`src/rtl/pipeline_stage_reg_if.sv`:
```
// ---------------------------------------------------------------------------
// pipeline_stage_reg_if
//   Handshake bundle for one pipeline stage register. It groups the upstream
//   side (in_*), the downstream side (out_*), the flush control and the
//   occupancy status.
//
//   modport slave  : the view the stage register uses.
//                    Inputs:  flush, in_valid, in_data, out_ready.
//                    Outputs: in_ready, out_valid, out_data, occupancy.
//   modport master : the view of whatever surrounds the stage, with every
//                    direction reversed.
// ---------------------------------------------------------------------------
interface pipeline_stage_reg_if #(
    parameter int unsigned WIDTH = 32
);
    logic             flush;
    logic             in_valid;
    logic             in_ready;
    logic [WIDTH-1:0] in_data;
    logic             out_valid;
    logic             out_ready;
    logic [WIDTH-1:0] out_data;
    logic [1:0]       occupancy;

    modport master (
        output flush, in_valid, in_data, out_ready,
        input  in_ready, out_valid, out_data, occupancy
    );

    modport slave (
        input  flush, in_valid, in_data, out_ready,
        output in_ready, out_valid, out_data, occupancy
    );
endinterface

```
`src/rtl/pipeline_stage_reg.sv`:
```
// ---------------------------------------------------------------------------
// pipeline_stage_reg
//   Stage register placed between two pipeline stages. It carries a
//   WIDTH-bit stage bundle under a valid/ready handshake and supports
//   back-pressure, synchronous flush to BUBBLE_VALUE, and an optional skid
//   entry. With the skid entry, in_ready is a registered signal and does not
//   depend combinationally on out_ready.
//
//   Ports:
//     clock : rising-edge clock
//     reset : synchronous, active-low reset
//     bus   : pipeline_stage_reg_if.slave
//             (flush, in_valid/in_ready/in_data,
//              out_valid/out_ready/out_data, occupancy)
//
//   Parameters:
//     WIDTH        : bundle width
//     BUBBLE_VALUE : value loaded into the data registers on reset or flush
//     SKID         : 1 = two entries with registered in_ready,
//                    0 = one entry with ready passed straight through
// ---------------------------------------------------------------------------
module pipeline_stage_reg #(
    parameter int unsigned      WIDTH        = 32,
    parameter logic [WIDTH-1:0] BUBBLE_VALUE = '0,
    parameter int unsigned      SKID         = 1
) (
    input  logic                 clock,
    input  logic                 reset,
    pipeline_stage_reg_if.slave  bus
);

    // The encoding is (main valid, skid valid), so each valid bit reads
    // directly out of the state register.
    typedef enum logic [1:0] {
        EMPTY = 2'b00,
        ONE   = 2'b10,
        FULL  = 2'b11
    } state_t;

    state_t           state_q;
    logic [WIDTH-1:0] main_q;
    logic [WIDTH-1:0] skid_q;

    logic main_valid;
    logic in_ready;
    logic in_fire;
    logic out_fire;

    assign main_valid = state_q[1];

    generate
        if (SKID != 0) begin : g_skid
            // Depends only on registered state and reset; out_ready is not involved.
            assign in_ready = reset && (state_q != FULL);
        end else begin : g_noskid
            // With a single entry, a slot frees up in the same cycle the head leaves.
            assign in_ready = reset && (!main_valid || bus.out_ready);
        end
    endgenerate

    assign in_fire  = bus.in_valid && in_ready;
    assign out_fire = main_valid && bus.out_ready;

    always_ff @(posedge clock) begin
        if (!reset || bus.flush) begin
            // Any output fire in a flush cycle has already completed downstream,
            // and any input fire in that cycle is discarded.
            state_q <= EMPTY;
            main_q  <= BUBBLE_VALUE;
            skid_q  <= BUBBLE_VALUE;
        end else begin
            unique case (state_q)
                EMPTY: begin
                    if (in_fire) begin
                        state_q <= ONE;
                        main_q  <= bus.in_data;
                    end
                end
                ONE: begin
                    if (in_fire && out_fire) begin
                        main_q <= bus.in_data;
                    end else if (in_fire && (SKID != 0)) begin
                        // The head is stalled, so the new bundle parks in skid.
                        state_q <= FULL;
                        skid_q  <= bus.in_data;
                    end else if (out_fire) begin
                        // main_q keeps its stale value; out_valid masks it.
                        state_q <= EMPTY;
                    end
                end
                FULL: begin
                    // in_ready is low here, so only a pop can happen.
                    if (out_fire) begin
                        state_q <= ONE;
                        main_q  <= skid_q;
                    end
                end
                default: begin
                    state_q <= EMPTY;
                end
            endcase
        end
    end

    assign bus.in_ready  = in_ready;
    assign bus.out_valid = main_valid;
    assign bus.out_data  = main_q;
    assign bus.occupancy = {1'b0, state_q[1]} + {1'b0, state_q[0]};

endmodule

```
`src/flat_wrapper.sv`:
```
// flat-port wrapper written by rule: the top's interface ports become plain ports
module pipeline_stage_reg_flat 
#(
    parameter int unsigned      WIDTH        = 32,
    parameter logic [WIDTH-1:0] BUBBLE_VALUE = '0,
    parameter int unsigned      SKID         = 1
)
  (clock, reset, bus_flush, bus_in_valid, bus_in_data, bus_out_ready, bus_in_ready, bus_out_valid, bus_out_data, bus_occupancy);
  pipeline_stage_reg_if #(.WIDTH(WIDTH)) bus_i ();
  input  logic clock;
  input  logic reset;
  input wire logic [$bits(bus_i.flush)-1:0] bus_flush;
  input wire logic [$bits(bus_i.in_valid)-1:0] bus_in_valid;
  input wire logic [$bits(bus_i.in_data)-1:0] bus_in_data;
  input wire logic [$bits(bus_i.out_ready)-1:0] bus_out_ready;
  output wire logic [$bits(bus_i.in_ready)-1:0] bus_in_ready;
  output wire logic [$bits(bus_i.out_valid)-1:0] bus_out_valid;
  output wire logic [$bits(bus_i.out_data)-1:0] bus_out_data;
  output wire logic [$bits(bus_i.occupancy)-1:0] bus_occupancy;
  assign bus_i.flush = bus_flush;
  assign bus_i.in_valid = bus_in_valid;
  assign bus_i.in_data = bus_in_data;
  assign bus_i.out_ready = bus_out_ready;
  assign bus_in_ready = bus_i.in_ready;
  assign bus_out_valid = bus_i.out_valid;
  assign bus_out_data = bus_i.out_data;
  assign bus_occupancy = bus_i.occupancy;
  pipeline_stage_reg #(.WIDTH(WIDTH), .BUBBLE_VALUE(BUBBLE_VALUE), .SKID(SKID)) u_core (.clock(clock), .reset(reset), .bus(bus_i));
endmodule
```
`config.mk`:
```
export PLATFORM = sky130hd
export DESIGN_NAME = pipeline_stage_reg_flat
export DESIGN_NICKNAME = d
export VERILOG_FILES = /design/src/rtl/pipeline_stage_reg_if.sv /design/src/rtl/pipeline_stage_reg.sv /design/src/flat_wrapper.sv
export SDC_FILE = /design/constraint.sdc
export NUM_CORES = 1
export LEC_CHECK = 0
export ABC_AREA = 1
export BUFFER_PORTS_ARGS = -buffer_cell sky130_fd_sc_hd__buf_4
export CORE_MARGIN = 3
export CORE_UTILIZATION = 35
export DETAILED_ROUTE_END_ITERATION = 10
export PLACE_DENSITY = 0.65
export SYNTH_ARGS = -nofsm -noshare
export SYNTH_HDL_FRONTEND = slang
export SYNTH_SLANG_ARGS = --single-unit
export TNS_END_PERCENT = 100
```
`constraint.sdc`:
```
create_clock -name clock -period 2.1 [get_ports clock]
set_input_delay 0.21 -clock clock [delete_from_list [all_inputs] [get_ports clock]]
set_output_delay 0.21 -clock clock [all_outputs]
set_load 0.01 [all_outputs]
```
* Word-level counts from Yosys, hierarchy flattened
Index checks and enable logic that the tools add are counted.
Word-level totals: register bits 66, input port bits 37, logic and storage cells 34
Operators by class: add/sub/neg operators 1, eq/ne operators 8, mux-type cells 10, bitwise gates (word level) 1, reduce and logical (&&, ||, !) cells 11
Operators by type and width (count):
- 2-to-1 mux 32 bit | 3
- case mux 32 bit (3 select lines) | 1
- 2-to-1 mux 2 bit | 5
- AND reduction 4 bit | 2
- inequality test 2 x 1 -> 1 bit (second input constant) | 3
- case mux 2 bit (3 select lines) | 1
- == test 2 bit (second input constant) | 2
- logical AND 1 bit | 4
- inequality test 2 bit (second input constant) | 2
- inequality test 3 x 1 -> 1 bit (second input constant) | 1
- AND reduction 3 bit | 1
- nonzero test 3 bit | 1
- adder 1 x 1 -> 2 bit | 1
- logical NOT 2 bit | 1
- logical NOT 1 bit | 1
- logical OR 1 bit | 1
- NOT 1 bit | 1

* Depth between registers and ports, before layout
Gate-level depths: netlist of the first run.
word-level depth 6, mapped depth 10, depth with buffers taken out 9

* Worst setup path before layout of the first run
No wires, ideal clock.
path kind register to register, from register u_core.state_q[1], to register u_core.skid_q[20], library setup time 0.116 ns, data arrival time 1.666 ns, slack 0.318 ns, cell stages (with the launch flop) 10, period minus slack after synthesis 1.782 ns, cell sequence dfxtp_1 -> ha_1 -> buf_4 -> nor2_4 -> nand3_1 -> nor2_2 -> inv_1 -> clkbuf_1 -> nor2_1 -> nor2_1
Between the ends: cells in the longest elaborated chain, start to end 6, elaborated cells between the ends (all ways) 8, those cells by class eq/ne: 2; bitwise: 1; reduce/logical: 5
RTL lines:
- start: declaration | RTL line pipeline_stage_reg.sv:40 | state_t state_q;
- start signal: assignment | RTL line pipeline_stage_reg.sv:68 | state_q <= EMPTY;
- start signal: assignment | RTL line pipeline_stage_reg.sv:75 | state_q <= ONE;
- start signal: assignment | RTL line pipeline_stage_reg.sv:84 | state_q <= FULL;
- inequality test 2 bit (*) | RTL line pipeline_stage_reg.sv:54 | assign in_ready = reset && (state_q != FULL);
- logical AND 1 bit (*) | RTL line pipeline_stage_reg.sv:54
- via bus_in_ready | RTL line flat_wrapper.sv:16 | output wire logic [$bits(bus_i.in_ready)-1:0] bus_in_ready;
- logical AND 1 bit (*) | RTL line pipeline_stage_reg.sv:61 | assign in_fire = bus.in_valid && in_ready;
- logical AND 1 bit | RTL line pipeline_stage_reg.sv:80 | if (in_fire && out_fire) begin
- NOT 1 bit (no source line)
- AND reduction 3 bit (no source line) (*)
- end signal: assignment | RTL line pipeline_stage_reg.sv:85 | skid_q <= bus.in_data;
- end: declaration | RTL line pipeline_stage_reg.sv:42 | logic [WIDTH-1:0] skid_q;
Mark *: on every way through the listed nets, which the timed path passes. The rest lies on a longest branch. A chain may end at the register's enable or synchronous reset.

* Worst setup path in the final report of the first run
from register u_core.state_q[0], to register u_core.main_q[8], in the netlist u_core.bus.out_data[8]
Between the ends: cells in the longest elaborated chain, start to end 6, elaborated cells between the ends (all ways) 13, those cells by class eq/ne: 6; mux: 1; reduce/logical: 6
RTL lines:
- inequality test 2 bit | RTL line pipeline_stage_reg.sv:54
- logical AND 1 bit | RTL line pipeline_stage_reg.sv:54
- logical AND 1 bit | RTL line pipeline_stage_reg.sv:61
- logical AND 1 bit | RTL line pipeline_stage_reg.sv:80
- inequality test 2 x 1 -> 1 bit (no source line)
- AND reduction 4 bit (no source line)
- end signal: assignment | RTL line pipeline_stage_reg.sv:76 | main_q <= bus.in_data;
- end signal: assignment | RTL line pipeline_stage_reg.sv:81 | main_q <= bus.in_data;
- end signal: assignment | RTL line pipeline_stage_reg.sv:95 | main_q <= skid_q;
- end: declaration | RTL line pipeline_stage_reg.sv:41 | logic [WIDTH-1:0] main_q;
Parallel ways exist; a longest one is shown, timed or not.

==> results of run 1 <==
[per-layer routing]
metal	global-route usage, %	vias to the layer above
li1	-	1640
met1	20.7	1409
met2	27.1	83
met3	3.25	11
met4	6.66	0
met5	0	-
[how the worst max path moves through the flow]
stage / from / endpoint / slack, ps / cells past startpoint
after global routing: u_core.state_q[0]$_SDFFE_PP0P_ / u_core.skid_q[31]$_SDFFE_PP0P_ / 30 / 8
after detailed placement: u_core.state_q[0]$_SDFFE_PP0P_ / u_core.skid_q[31]$_SDFFE_PP0P_ / 230 / 8
after CTS: u_core.state_q[0]$_SDFFE_PP0P_ / u_core.skid_q[31]$_SDFFE_PP0P_ / 200 / 8
after global placement: u_core.state_q[0]$_SDFFE_PP0P_ / u_core.skid_q[23]$_SDFFE_PP0P_ / 300 / 8
final: u_core.state_q[0]$_SDFFE_PP0P_ / u_core.bus.out_data[8]$_SDFFE_PP0P_ / 200 / 9
after floorplan: u_core.state_q[1]$_SDFFE_PP0P_ / u_core.skid_q[20]$_SDFFE_PP0P_ / 320 / 9
[power groups by stage]
stage	Clock (uW)	Combinational [uW]	Sequential [uW]
4_1_cts	953	539	1330
2_1_floorplan	0	316	1370
3_3_place_gp	0	528	1350
6_report	926	534	1330
5_1_grt	1010	611	1330
3_5_place_dp	0	536	1350
[synth_stat cells]
library cell               count
sky130_fd_sc_hd__buf_6         3
sky130_fd_sc_hd__a21oi_1       3
sky130_fd_sc_hd__ha_1          4
sky130_fd_sc_hd__nand4_1      33
sky130_fd_sc_hd__nand3_1       4
sky130_fd_sc_hd__nand2_1     105
sky130_fd_sc_hd__inv_6         1
sky130_fd_sc_hd__inv_2         1
sky130_fd_sc_hd__o21ai_1       4
sky130_fd_sc_hd__clkbuf_1     16
sky130_fd_sc_hd__o21ai_0      28
sky130_fd_sc_hd__nor2_2        1
sky130_fd_sc_hd__dfxtp_1      66
sky130_fd_sc_hd__buf_1         2
sky130_fd_sc_hd__clkinv_1      1
sky130_fd_sc_hd__nor2_1       99
sky130_fd_sc_hd__nand3_2       2
sky130_fd_sc_hd__a21boi_0     32
sky130_fd_sc_hd__inv_1        68
sky130_fd_sc_hd__buf_2        10
sky130_fd_sc_hd__nor2_4        1
sky130_fd_sc_hd__buf_4         1
sky130_fd_sc_hd__a21oi_4       1
[metrics by stage]
| stage | worst slack [ps] | util (%) | instance area [um2] | hold WS (ps) | std cells |
|---|---|---|---|---|---|
| global route | 29.6 | 45.8 | 4070 | 109 | 664 |
| CTS | 203 | 45.8 | 4070 | 98.2 | 664 |
| global placement | 296 | 43.9 | 3910 | 445 | 648 |
| floorplan | 318 | - | 3260 | 345 | 486 |
| detailed placement | 232 | 43.9 | 3910 | 451 | 648 |
| finish | 195 | 45.8 | 4070 | 105 | 664 |
[final cells by class]
class / count / area [um2]
clock buffers: 13 / 149
clock inverters: 3 / 15.0
fillers: 907 / 4820
inverters: 71 / 272
multi-input cells: 317 / 1520
flip-flops and latches: 66 / 1320
well taps: 108 / 135
repair buffers: 86 / 658
[flip-flops by register name, summed over array words and instances, names as in the netlist]
name	flops
u_core.bus.out_data	32
u_core.skid_q	32
u_core.state_q	2
[cell families (layout without fill, tap and decap cells)]
logic type / Yosys count / count (layout) / share of synthesized area (%)
AOI/OAI and AO/OA: 68 / 68 / 13.2
adders and majority gates: 4 / 4 / 1.53
buffers and inverters: 103 / 173 / 13.2
DFF: 66 / 66 / 40.5
and+or+nand+nor: 245 / 245 / 31.6
[worst max-delay path, cell delays in order (launching register included)]
cell and delay, ps:
sky130_fd_sc_hd__dfxtp_1 400, sky130_fd_sc_hd__ha_2 380, sky130_fd_sc_hd__inv_6 130, sky130_fd_sc_hd__a21oi_1 240, sky130_fd_sc_hd__a21oi_4 50, sky130_fd_sc_hd__nand3_2 200
sky130_fd_sc_hd__buf_4 230, sky130_fd_sc_hd__nand2_1 70, sky130_fd_sc_hd__inv_1 50, sky130_fd_sc_hd__nor2_1 40
==> flow_summary.rst, run 1 <==
.. list-table::
   :header-rows: 1

   * - Metric
     - Value
   * - Outcome
     - finished clean
   * - Setup Total Neg Slack
     - 0 ps
   * - Routed wire length on met2
     - 4010 um
   * - Peak supply drop
     - between 0.0002 and 0.0003 V
   * - Postcts setup bufs
     - 0
   * - Sw Share
     - between 20% and 30%
   * - Setup slack, reg-to-reg
     - a little under 200 ps
   * - Maximum buffer depth of the clock tree
     - 2
   * - Detailed router's first-iteration violation count
     - 167
   * - Pin slew with the least headroom to its limit
     - between 500 and 600 ps
   * - MaxCap Viol Count
     - 0
   * - Die Span Y
     - between 100 and 150 um
   * - Power per Cell Area
     - just under 700 mW/mm2
   * - Synth Cell Area
     - 0.00326 mm2
   * - Power Total
     - about 2800 uW
   * - Number of pins exceeding their max-slew limit in the final report
     - 0
   * - Vias in the first global route
     - just under 3,000
   * - Average via count per standard cell
     - 4.73
   * - Avg Inst Size Synth
     - 6.71 um2
   * - Pin count of the biggest net entering global routing
     - 37
   * - Data arrival, critical path
     - between 2000 and 2500 ps
   * - Area of the die
     - between 0.01 and 0.015 mm2
   * - Sink count of the clock tree
     - 66
   * - Post-synth top area cell
     - sky130_fd_sc_hd__dfxtp_1
   * - Clock share of power
     - between 30% and 40%
   * - Clock tree from TritonCTS
     - built
   * - Final antenna-violating net count
     - 0
   * - Die Span X
     - roughly 100 um
   * - Internal power component
     - 1980 uW
   * - Total of cells resized after clock tree synthesis
     - 0
   * - DR pass1 iterations
     - 4
   * - Number of buffers created by CTS
     - 9
   * - Clk Tree Root Cell
     - sky130_fd_sc_hd__clkbuf_8
   * - Fmax
     - approximately 530 MHz
   * - Area share of the leading cell type in the synthesized netlist
     - 40.5%
   * - Syn_nets
     - around 530
   * - Setup clock skew after layout
     - 8.26 ps
   * - Routed len/inst
     - 12.6 um
   * - Routed wire length
     - 8360 um
   * - Global-route wire length before repair
     - roughly 13,000 um
   * - Ratio of final minimum period to clock period
     - slightly above 90%
   * - Commonest cells after routing, fill and taps aside
     - sky130_fd_sc_hd__nand2_1, sky130_fd_sc_hd__nor2_1, sky130_fd_sc_hd__buf_4
   * - Launching element type of the critical path
     - register
   * - Met3 WL
     - between 500 and 600 um
   * - Data required time at the worst endpoint
     - 2340 ps
   * - Number of hold-slack violations in the final timing report
     - 0
   * - HPWL after detailed placement
     - roughly 5800 um
   * - Relative slew slack
     - 62.3%
   * - Part of the power in registers
     - between 40% and 50%
   * - Worst Setup Path Type
     - register to register
   * - Final setup violating endpoints
     - 0
   * - Worst Hold Endpoint
     - u_core.skid_q[2]$_SDFFE_PP0P_
   * - Count of pins on the block boundary
     - 73
   * - Overflow left after global routing
     - 0
   * - H-tree depth reported by CTS
     - 3
   * - # rows
     - 34
   * - Total of hold buffers inserted after clock tree synthesis
     - 0
   * - Register-to-Register Path Depth
     - 9
   * - Post-detailed-route DRC marker count
     - 0
   * - Portion of total power attributed to combinational logic
     - a little under a fifth
   * - Diodes inserted
     - 0
   * - Port-buffer cells
     - 72
   * - Wire length on met1
     - 3690 um
   * - Worst reg2reg path endpoint
     - u_core.bus.out_data[8]$_SDFFE_PP0P_
   * - Fin nets
     - between 500 and 600
   * - Core Box Area
     - between 0.008 and 0.009 mm2
   * - Most common library cell in the layout ignoring fill and taps
     - sky130_fd_sc_hd__nand2_1
   * - Area delta synth->final
     - 24.8%
   * - Netlist cell types
     - 23
   * - Synthesis-stage register bit count
     - 66
   * - Final period demand of the worst path
     - roughly 1900 ps
   * - Global-route usage over all layers
     - between 15 and 20%
   * - Number of standard cells after synthesis
     - between 400 and 500
   * - Initial antenna violation count
     - 0
   * - Clock latency on the worst-skew pair
     - between 300 and 400 ps
   * - Clock slew at the register clock pins of the worst setup and hold paths
     - 70 ps
   * - Sw power
     - between 800 and 900 uW
   * - Startpoint of the most critical hold path
     - bus_in_data[2]
   * - Overall via count from detail_route
     - 3,143
   * - Static Leak
     - between 0.0015 and 0.002 uW
   * - Hold Crit Depth
     - 3
   * - Worst Setup End Kind
     - register
   * - RSZ-0062 raised after global routing
     - no
   * - Seq/Total Area, Yosys
     - around two fifths
   * - Hold Crit Class
     - primary input to register
   * - Final weighted congestion in routability-driven placement
     - about 0.76
   * - Share of final-layout standard cells stronger than drive strength 1
     - between 10% and 20%
   * - Starting Density
     - roughly 37%
   * - Leading post-synthesis cells by cell area
     - sky130_fd_sc_hd__dfxtp_1, sky130_fd_sc_hd__nand2_1, sky130_fd_sc_hd__nor2_1
   * - Reg-to-reg startpoint
     - u_core.state_q[0]$_SDFFE_PP0P_
   * - Critical-path maximum fanout
     - 23
   * - Highest layer used for signal routing
     - met4
   * - Number of warnings printed during yosys synthesis
     - 0
Note: power is estimated with default switching activity, not from simulation.
==> run 2, diff against run 1 <==
--- a/config.mk
+++ b/config.mk
@@ -5,12 +5,12 @@
 export SDC_FILE = /design/constraint.sdc
 export NUM_CORES = 1
 export LEC_CHECK = 0
-export ABC_AREA = 1
 export BUFFER_PORTS_ARGS = -buffer_cell sky130_fd_sc_hd__buf_4
+export CAP_MARGIN = 20
 export CORE_MARGIN = 3
-export CORE_UTILIZATION = 35
+export CORE_UTILIZATION = 45
 export DETAILED_ROUTE_END_ITERATION = 10
-export PLACE_DENSITY = 0.65
+export PLACE_DENSITY = 0.78
 export SYNTH_ARGS = -nofsm -noshare
 export SYNTH_HDL_FRONTEND = slang
 export SYNTH_SLANG_ARGS = --single-unit
==> flow_summary.rst, run 2 <==
.. list-table::
   :header-rows: 1

   * - Metric
     - Value
   * - DR pass1 iterations
     - 5 (+1)
   * - Die Span X
     - 86.9 um (-15%)
   * - Sink count of the clock tree
     - 66 (unchanged)
   * - Total of hold buffers inserted after clock tree synthesis
     - 0 (unchanged)
   * - Leading post-synthesis cells by cell area
     - sky130_fd_sc_hd__dfxtp_1, sky130_fd_sc_hd__a211oi_2, sky130_fd_sc_hd__mux2i_1
   * - Global-route wire length before repair
     - 11,500 um (-14%)
   * - FILL cells
     - 534 (-41%)
   * - Ordered cell list for the critical path
     - ha_2 -> buf_4 -> buf_8 -> nor2b_1 -> buf_4
   * - Clock slew at the register clock pins of the worst setup and hold paths
     - 60 ps (about the same)
   * - Simple logic cell fraction of the synthesized area
     - 10.3% (-21 points)
   * - Register-to-Register Path Depth
     - 6 (-3)
   * - Worst Hold Endpoint
     - u_core.skid_q[9]$_SDFFE_PP0P_
   * - Setup clock skew after layout
     - 6.34 ps (-1.92 ps)
   * - Detailed router's first-iteration violation count
     - 152 (-9.0%)
   * - Async SR Flop Fraction
     - 0% (unchanged)
   * - Area of placed instances
     - 0.00358 mm2 (-8.5%)
   * - Routed wire length
     - 7100 um (-15%)
   * - XOR/XNOR share of the synthesized area
     - 0% (unchanged)
   * - Gate family responsible for the most delay along the worst path
     - buffers and inverters
   * - Initial antenna violation count
     - 0 (unchanged)
   * - Maximum buffer depth of the clock tree
     - 2 (unchanged)
   * - Setup Total Neg Slack
     - 0 ps (unchanged)
   * - # rows
     - 28 (-18%)
   * - Placed cell count
     - 445 (-31%)
   * - Avg Inst Size Synth
     - 9.37 um2 (+40%)
   * - Most common library cell in the layout ignoring fill and taps
     - sky130_fd_sc_hd__buf_4
   * - Area occupied by multi-input gates
     - 0.00148 mm2 (-2.5%)
   * - Number of enable-type register cells in the synthesized netlist
     - 0 (unchanged)
   * - Overflow left after global routing
     - 0 (unchanged)
   * - Commonest cells after routing, fill and taps aside
     - sky130_fd_sc_hd__buf_4, sky130_fd_sc_hd__nand2_1, sky130_fd_sc_hd__dfxtp_1
   * - Area delta synth->final
     - 26.7%
   * - Internal power component
     - 1880 uW (-5.1%)
   * - Number of standard cells after synthesis
     - 314 (-35%)
   * - Power per Cell Area
     - 683 mW/mm2 (-0.11%)
   * - Global-route usage over all layers
     - 19.6% (+3.3 points)
   * - MaxCap Viol Count
     - 0 (unchanged)
   * - Fmax
     - 515 MHz (-2.0%)
   * - H-tree depth reported by CTS
     - 3 (unchanged)
   * - Sw Share
     - 26.2% (-2.7 points)
   * - Synth Cell Area
     - 0.00294 mm2 (-9.9%)
   * - Area of the die
     - 0.00754 mm2 (-28%)
   * - Reg-to-reg startpoint
     - u_core.state_q[1]$_SDFFE_PP0P_
   * - Launching element type of the critical path
     - register
   * - Slowest-stage cell, CP
     - sky130_fd_sc_hd__dfxtp_2
   * - Hold Crit Depth
     - 3 (unchanged)
   * - Final weighted congestion in routability-driven placement
     - 0.829 (+9.0%)
   * - Worst Setup Path Type
     - register to primary output
   * - Starting Density
     - 48.0% (+11 points)
   * - Library cell appearing most often on the critical path
     - sky130_fd_sc_hd__buf_4
   * - Postcts setup bufs
     - 0 (unchanged)
   * - RSZ-0062 raised after global routing
     - no
   * - Sequential Area
     - 0.00132 mm2 (about the same)
   * - Clock latency on the worst-skew pair
     - 330 ps (about the same)
   * - Maximum cell stage delay along the critical path
     - 420 ps (+20 ps)
   * - Die Span Y
     - 86.9 um (-15%)
   * - Count of pins on the block boundary
     - 73 (unchanged)
   * - Routed len/inst
     - 15.5 um (+23%)
   * - Synthesis-stage register bit count
     - 66 (unchanged)
   * - Most used flip-flop cell after synthesis
     - sky130_fd_sc_hd__dfxtp_1
   * - Part of the power in registers
     - 51.6% (+4.0 points)
   * - Combinational family with the most area after synthesis
     - compound AO/OA/AOI/OAI gates
   * - Area share of the leading cell type in the synthesized netlist
     - 44.9% (+4.4 points)
   * - Share of final-layout standard cells stronger than drive strength 1
     - 33.9% (+15 points)
   * - Seq/Total Area, Yosys
     - 44.9% (+4.4 points)
   * - Clk Tree Root Cell
     - sky130_fd_sc_hd__clkbuf_8
   * - Number of buffers created by CTS
     - 9 (unchanged)
   * - List of most frequent post-synthesis cells
     - sky130_fd_sc_hd__dfxtp_1, sky130_fd_sc_hd__nand2_1, sky130_fd_sc_hd__a21oi_1
   * - Peak supply drop
     - 0.000493 V (+85%)
   * - Relative slew slack
     - 64.5% (+2.2 points)
   * - Data arrival, critical path
     - 1730 ps (-410 ps)
   * - Diodes inserted
     - 0 (unchanged)
   * - Critical-path maximum fanout
     - 24 (+4.3%)
   * - Multiplexer share of the synthesized area
     - 11.6% (+12 points)
   * - Hold Crit Class
     - primary input to register
   * - Complex-gate fraction of the synthesized area
     - 26.2% (+13 points)
   * - Startpoint of the most critical hold path
     - bus_in_data[9]
   * - Adder-cell share of the synthesized area
     - 1.70% (+0.17 points)
   * - Netlist cell types
     - 28 (+22%)
   * - Number of hold-slack violations in the final timing report
     - 0 (unchanged)
   * - Core Box Area
     - 0.00613 mm2 (-31%)
   * - Number of warnings printed during yosys synthesis
     - 0 (unchanged)
   * - Clock tree from TritonCTS
     - built
   * - Final worst hold slack
     - 125 ps (+20.3 ps)
   * - Worst reg2reg path endpoint
     - u_core.bus.out_data[16]$_SDFFE_PP0P_
   * - Sw power
     - 667 uW (-17%)
   * - Final antenna-violating net count
     - 0 (unchanged)
   * - Portion of total power attributed to combinational logic
     - 15.9% (-3.3 points)
   * - Final period demand of the worst path
     - 1940 ps (+39.1 ps)
   * - Static Leak
     - 0.00132 uW (-33%)
   * - Number of pins exceeding their max-slew limit in the final report
     - 0 (unchanged)
   * - Post-detailed-route DRC marker count
     - 0 (unchanged)
   * - Clock share of power
     - 32.5% (-0.8 points)
   * - Post-synth top area cell
     - sky130_fd_sc_hd__dfxtp_1
   * - Data required time at the worst endpoint
     - 1890 ps (-450 ps)
   * - Fin nets
     - 422 (-29%)
   * - Ratio of final minimum period to clock period
     - 92.6% (+1.9 points)
   * - Pin slew with the least headroom to its limit
     - 532 ps (-32.1 ps)
   * - Cell area after layout
     - 0.00373 mm2 (-8.5%)
   * - Setup slack, reg-to-reg
     - 290 ps (+90 ps)
   * - Critical path startpoint
     - u_core.state_q[1]$_SDFFE_PP0P_
   * - HPWL after detailed placement
     - 4760 um (-17%)
   * - Final setup violating endpoints
     - 0 (unchanged)
   * - Fin cells
     - 458 (-31%)
   * - Syn_nets
     - 355 (-33%)
   * - Pin count of the biggest net entering global routing
     - 33 (-11%)
   * - Port-buffer cells
     - 72 (unchanged)
   * - Vias in the first global route
     - 2,345 (-19%)
   * - Buf+Inv Stages, Crit Path
     - 3 (unchanged)
   * - Worst Setup End Kind
     - primary output
   * - Overall via count from detail_route
     - 2,499 (-20%)
   * - Average via count per standard cell
     - 5.46 (+15%)
   * - Outcome
     - finished clean
==> run 2: changes by cell type after synthesis, moves of 30 or more <==
cell	delta
sky130_fd_sc_hd__a211oi_2	+30
sky130_fd_sc_hd__a21boi_0	-31
sky130_fd_sc_hd__a21oi_1	+62
sky130_fd_sc_hd__inv_1	-65
sky130_fd_sc_hd__mux2i_1	+33
sky130_fd_sc_hd__nand2_1	-39
sky130_fd_sc_hd__nand4_1	-33
sky130_fd_sc_hd__nor2_1	-97
==> run 2: cells by family after synthesis <==
group / Yosys count
buf+inv: 31
mux: 34
simple gates: 75
compound gates: 104
fa+ha+maj: 4
flops: 66
==> run 2: what timing repair did <==
| action | 4_1_cts | 5_1_grt |
|---|---|---|
| endpoints found under the setup margin | 1 | 1 |
| cloned | 0 | 0 |
| gates resized for setup | 2 | 1 |
==> run 2: power groups by stage <==
| stage | logic [uW] | clock network [uW] | registers [uW] |
|---|---|---|---|
| finish | 406 | 827 | 1310 |
| global route | 445 | 916 | 1320 |
| CTS | 407 | 856 | 1310 |
| detailed placement | 406 | 0 | 1340 |
| global placement | 398 | 0 | 1340 |
| floorplan | 223 | 0 | 1350 |
==> run 2: layer usage <==
metal  part of all wire, %  wire [um]  up-vias  GRT usage, %
li1                      -          -     1240             -
met4                  0.93         66        0          6.09
met3                   6.7        472        8          6.81
met5                     0          0        -             0
met1                    46       3270     1187          25.6
met2                    46       3290       64          30.5
==> run 2: stage by stage <==
step                setup slack, ps  total power [uW]  utilization, %
finish                          156              2550            60.8
global route                   60.1              2680            60.8
CTS                            30.3              2580            60.8
detailed placement              198              1750            58.3
global placement                250              1740            58.3
floorplan                      54.3              1570               -
==> run 2: how the worst max path moves through the flow <==
stage	cells after the start	slack [ps]	end
floorplan	8	50	u_core.bus.out_data[0]$_SDFFE_PP0P_
global placement	5	250	u_core.bus.out_data[3]$_SDFFE_PP0P_
detailed placement	6	200	u_core.bus.out_data[15]$_SDFFE_PP0P_
CTS	5	30	bus_in_ready
global route	5	60	bus_in_ready
finish	5	160	bus_in_ready
==> run 2: worst register-to-register path: cells and delay by family (launching register included) <==
| family | cells | cell delay [ps] |
|---|---|---|
| AO/OA/AOI/OAI | 2 | 480 |
| AND/OR/NAND/NOR | 2 | 430 |
| flip-flops | 1 | 420 |
| adder cells (fa/ha/maj) | 1 | 210 |
| buffers and inverters | 1 | 170 |
==> run 2: final cells by class <==
cell class              count  area share [%]
repair buffers             84            18.1
well taps                  75            2.52
flip-flops and latches     66            35.5
multi-input cells         217            39.8
inverters                   3           0.302
clock buffers              12            3.63
clock inverters             1           0.134
